File: src/rtl/guess_input_cond.sv
// Input conditioning for the guess game: 2-flop button synchronizer, per-bit debounce
// with press pulses, and a run-gated step prescaler that freezes while any button is held.
module guess_input_cond #(
  parameter int unsigned DEBOUNCE_CYCLES = 4,
  parameter int unsigned TICK_DIV        = 8,
  localparam int unsigned CW = $clog2(DEBOUNCE_CYCLES + 1),
  localparam int unsigned TW = $clog2(TICK_DIV)
) (
  input  logic          clk,
  input  logic          reset,
  input  logic [3:0]    btn_raw,
  input  logic          run,
  output logic [3:0]    b,
  output logic          en,
  output logic [3:0]    press,
  output logic [TW-1:0] tick_cnt
);

  localparam logic [CW-1:0] DB_LAST   = CW'(DEBOUNCE_CYCLES - 1);
  localparam logic [TW-1:0] TICK_LAST = TW'(TICK_DIV - 1);

  logic [3:0]    r_s1;
  logic [3:0]    r_s2;
  logic [3:0]    r_b;
  logic [3:0]    r_press;
  logic          r_en;
  logic [TW-1:0] r_tick;
  logic [CW-1:0] r_cnt     [4];
  logic [CW-1:0] w_cnt_nxt [4];
  logic [3:0]    w_b_nxt;
  logic          w_adv;

  // Two-stage synchronizer; nothing else looks at btn_raw.
  always_ff @(posedge clk or negedge reset) begin
    if (!reset) begin
      r_s1 <= 4'b0000;
      r_s2 <= 4'b0000;
    end else begin
      r_s1 <= btn_raw;
      r_s2 <= r_s1;
    end
  end

  // Per-bit debounce next state; any return to the stable level restarts the count.
  always_comb begin
    w_b_nxt = r_b;
    for (int i = 0; i < 4; i++) begin
      w_cnt_nxt[i] = {CW{1'b0}};
      if (r_s2[i] == r_b[i]) begin
        w_cnt_nxt[i] = {CW{1'b0}};
      end else if (r_cnt[i] == DB_LAST) begin
        w_b_nxt[i]   = r_s2[i];
        w_cnt_nxt[i] = {CW{1'b0}};
      end else begin
        w_cnt_nxt[i] = r_cnt[i] + CW'(1);
      end
    end
  end

  // Stable levels, counters and rising-edge pulses registered together.
  always_ff @(posedge clk or negedge reset) begin
    if (!reset) begin
      r_b     <= 4'b0000;
      r_press <= 4'b0000;
      for (int i = 0; i < 4; i++) begin
        r_cnt[i] <= {CW{1'b0}};
      end
    end else begin
      r_b     <= w_b_nxt;
      r_press <= w_b_nxt & ~r_b;
      for (int i = 0; i < 4; i++) begin
        r_cnt[i] <= w_cnt_nxt[i];
      end
    end
  end

  assign w_adv = run & (r_b == 4'b0000);

  // Step prescaler: holds its value while stopped or while a button is down.
  always_ff @(posedge clk or negedge reset) begin
    if (!reset) begin
      r_tick <= {TW{1'b0}};
      r_en   <= 1'b0;
    end else if (w_adv) begin
      if (r_tick == TICK_LAST) begin
        r_tick <= {TW{1'b0}};
        r_en   <= 1'b1;
      end else begin
        r_tick <= r_tick + TW'(1);
        r_en   <= 1'b0;
      end
    end else begin
      r_tick <= r_tick;
      r_en   <= 1'b0;
    end
  end

  assign b        = r_b;
  assign press    = r_press;
  assign en       = r_en;
  assign tick_cnt = r_tick;

endmodule

File: config.mk
export PLATFORM = sky130hd
export DESIGN_NAME = guess_input_cond
export DESIGN_NICKNAME = d
export VERILOG_FILES = /design/src/rtl/guess_input_cond.sv
export SDC_FILE = /design/constraint.sdc
export NUM_CORES = 1
export LEC_CHECK = 0
export ABC_AREA = 1
export CORE_AREA = 2 2 62 64
export CTS_CLUSTER_SIZE = 20
export DETAILED_ROUTE_END_ITERATION = 8
export DIE_AREA = 0 0 64 66
export PLACE_DENSITY = 0.68
export SYNTH_ARGS = -nofsm -noshare
export SYNTH_HDL_FRONTEND = slang
export SYNTH_SLANG_ARGS = --single-unit
File: constraint.sdc
create_clock -name clk -period 0.99 [get_ports clk]
set_input_delay 0.198 -clock clk [delete_from_list [all_inputs] [get_ports clk]]
set_output_delay 0.198 -clock clk [all_outputs]
set_load 0.1 [all_outputs]
==> results of run 1 <==
cell type report:
type | instances | share of cell area
inverter | 16 | 0.0280
sequential | 32 | 0.388
clock buffer | 8 | 0.0321
multi-input combinational | 64 | 0.254
timing repair buffer | 44 | 0.270
tap | 48 | 0.0280
power by group through the flow:
stage          logic (W)  registers (W)  clock network [W]
2_1_floorplan   0.000763        0.00301                  0
3_3_place_gp     0.00285        0.00200                  0
3_5_place_dp     0.00292        0.00204                  0
4_1_cts          0.00387        0.00191           0.000860
5_1_grt          0.00443        0.00195           0.000929
6_report         0.00419        0.00192           0.000840
final timing paths:
| check | startpoint | slack [ps] | endpoint |
|---|---|---|---|
| setup / recovery | b[0] | -340 | b[0] |
| max in group asynchronous | reset | 580 | b[3] |
| setup reg to reg | b[0] | -260 | r_cnt[9] |
| hold / removal | reset | 220 | b[0] |
| hold reg to reg | r_s1[0] | 350 | r_s2[0] |
| min in group clk | btn_raw[1] | 310 | r_s1[1] |
cells in the final DEF (no fill, tap or decap):
cell type        synthesis  final
dfrtp_1                 32     20
nand2_1                 20     18
buf_12                   0     16
inv_1                   16     13
buf_4                    0     13
buf_6                    0      9
nor2_1                  17      8
nor2_2                   1      8
dfrtp_4                  0      6
dfrtp_2                  0      6
clkdlybuf4s50_1          0      6
clkbuf_4                 0      5
or2_4                    3      4
xnor2_4                  0      4
o21ai_1                  3      3
inv_2                    0      3
nand4_1                  3      3
ha_1                     6      3
nor3_4                   0      2
nor3_2                   0      2
nand2_2                  0      2
nor2_4                   0      2
ha_4                     0      2
clkbuf_8                 0      2
o21ai_2                  0      1
nand3_4                  0      1
ha_2                     0      1
clkbuf_1                 0      1
cell families after synthesis:
kind of cell,count (synthesis),share of synthesized area
adders and majority gates,6,0.0617
DFF,32,0.658
AOI/OAI and AO/OA,4,0.0164
buffers and inverters,16,0.0493
and+or+nand+nor,50,0.186
xor gates and xnor gates,4,0.0288
what timing repair did:
action	4_1_cts	5_1_grt
buffers inserted	16	6
pin swaps	12	12
setup endpoints to repair	32	36
resized for setup	25	15
registers in the layout, summed over array words and instances, names as in the netlist:
name      cells
r_s1          4
press         4
en            1
b             4
r_cnt        12
tick_cnt      3
r_s2          4
worst max-delay path, cell delays in order, from the launching register on:
cell	delay, ps
dfrtp_4	510
buf_12	140
buf_12	150
routing by layer:
layer  share of wire  up-vias  track usage
met2            0.58       16        0.279
met1            0.37      442        0.156
met4           0.011        0       0.0571
li1                -      446            -
met5               0        -            0
met3           0.033        4       0.0409
stage by stage:
stage | instance area (um^2) | setup TNS [ps] | total power, W | instances | setup WS (ps)
2_1_floorplan | 1300 | -1190 | 0.00377 | 112 | -293
5_1_grt | 2140 | -6650 | 0.00731 | 212 | -385
3_3_place_gp | 1740 | -464 | 0.00485 | 183 | -132
4_1_cts | 2050 | -4710 | 0.00664 | 207 | -348
3_5_place_dp | 1740 | -752 | 0.00496 | 183 | -162
6_report | 2140 | -5060 | 0.00694 | 212 | -338
==> impl_summary.txt, run 1 <==
----------------------------------------------------
[Outcome]
  Status ... finished, violations left
  Violations in the final reports ... negative setup slack

[Logic synthesis]
  Count of synthesis-stage warnings from yosys ... 0
  Most instantiated flip-flop cell in the synthesis netlist ... dfrtp_1
  Most area-consuming cells after synthesis ... dfrtp_1 66%, ha_1 6.2%, nand2_1 6.2%
  Async set-reset flop share out of synthesis ... 1.00
  Synthesized net count ... between 100 and 150
  Dominant cell type by area after synthesis ... dfrtp_1
  Proportion of synthesized chip area in sequential cells ... 0.658
  Post-synthesis cell type count ... 14
  Number of synthesized register bits ... 32
  Area share of the largest cell type after synthesis ... 0.658
  Number of enable flip-flop cells after synthesis ... 0
  Commonest cells post-synth ... 32 x dfrtp_1, 20 x nand2_1, 17 x nor2_1
  Most numerous cell in the Yosys netlist ... dfrtp_1
  Post-synthesis average cell area ... about 11 um^2
  Area of the mapped netlist ... 1220 um^2
  Number of instances in the synthesized netlist ... roughly 110

[Floorplanning]
  Overall die area ... between 4000 and 5000 um^2
  Initial core utilization ... 0.343
  Top-level port count ... 19
  Row count ... 22
  Vertical extent of the die ... approximately 66 um
  Core area ... approximately 3600 um^2
  Die Wd ... approximately 64 um

[Setup path]
  Arrival time at the worst endpoint ... between 1000 and 1500 ps
  Required time worst endpoint ... 790 ps
  Crit path kind ... reg -> out
  Type of element capturing the critical path ... output port
  Maximum net fanout on the critical path ... 2
  Worst-case reg-to-reg path depth ... 5
  Category of the worst setup path launch point ... register

[Placement]
  Count of buffers from port buffering ... 18
  Routability congestion estimate ... 0.740
  Final HPWL DP ... 1520 um

[Timing]
  Tcrit/Tclk final ... 1.34
  Layout Skew ... ~13 ps
  Final Hold Vio Count ... 0
  Setup ws final ... -338 ps
  Tightest Pin Transition ... approximately 220 ps
  RSZ-0062 raised after global routing ... true
  Highest achievable clock rate ... around 750 MHz
  Final setup violation count ... 34
  Worst hold slack after final layout ... 222 ps
  Final critical delay including setup and external delays ... around 1300 ps
  Worst slew margin relative to its limit ... 0.856
  Final-report max-slew violation count ... 0

[Clock tree]
  Clock transition at path regs ... around 100 ps
  Number of levels the H-tree was split into ... 2
  Worst skew pair latency ... ~330 ps
  Buffer levels on the longest clock path ... 2
  Total CTS buffers ... 5
  Total of hold buffers inserted after clock tree synthesis ... 0
  # clock sinks ... 32
  TritonCTS clock tree ... done
  Buffer cell driving the clock tree root ... clkbuf_4

[Layout]
  Fraction of the core area covered by cells at the end of the flow ... 0.603
  Proportion of layout cells with a drive suffix above 1 ... 0.543
  Final Net Count ... 176
  Area growth syn-to-layout ... 76.0%
  Area taken by multi-input logic gates ... between 500 and 600 um^2
  Filler cell count in the final layout ... 272
  Diode count ... 0
  Flip-flop and latch area ... ~830 um^2

[Detailed routing]
  Detailed Routing Iterations Pass 1 ... 4
  Iter 0 DRT Violations ... 29
  Number of antenna-violating nets in the routed design ... 0
  Total detailed-routing wirelength ... between 2000 and 3000 um
  Wirelength per Cell ... ~13 um
  Via-to-Cell Ratio ... roughly 4.3
  Total via count after detailed routing ... about 910
  Residual DRC ... 0

[Global route]
  All-Layer GR Usage ... 0.148
  Maximum number of pins on one net before global-route repair ... 33
  Antenna violations before repair ... 0
  Via count of the first global-routing pass ... around 1,000
  Grt ovf ... 0
  Global-route wire length before repair ... 4590 um

[Power]
  Switching power total ... approximately 0.0029 W
  Internal ... 0.00408 W
  Power share of the clock group ... 0.121
  Relative contribution of sequential cells to total power ... 0.276
  Leak ... between 0.9 and 1 nW
  Fraction of power spent switching nets ... 0.413
  Combinational fraction of design power ... 0.603
  Worst IR Drop VDD ... approximately 2.1 mV
  Ratio of total power to cell area ... 3240 nW/um^2

[Run]
  Number of maximum-capacitance violations ... 0

[Worst hold path]
  Type of the worst min-delay path ... in -> async

----------------------------------------------------
Power figures use the tool's default switching activity.
==> inputs of run 2 (changes only) <==
--- a/config.mk
+++ b/config.mk
@@ -7,9 +7,11 @@
 export LEC_CHECK = 0
 export ABC_AREA = 1
 export CORE_AREA = 2 2 62 64
+export CTS_CLUSTER_DIAMETER = 120
 export CTS_CLUSTER_SIZE = 20
 export DETAILED_ROUTE_END_ITERATION = 8
 export DIE_AREA = 0 0 64 66
+export HOLD_SLACK_MARGIN = 0.08
 export PLACE_DENSITY = 0.68
 export SYNTH_ARGS = -nofsm -noshare
 export SYNTH_HDL_FRONTEND = slang
==> results of run 2 <==
The final DEF is identical to that of run 1; final timing and power are the same.
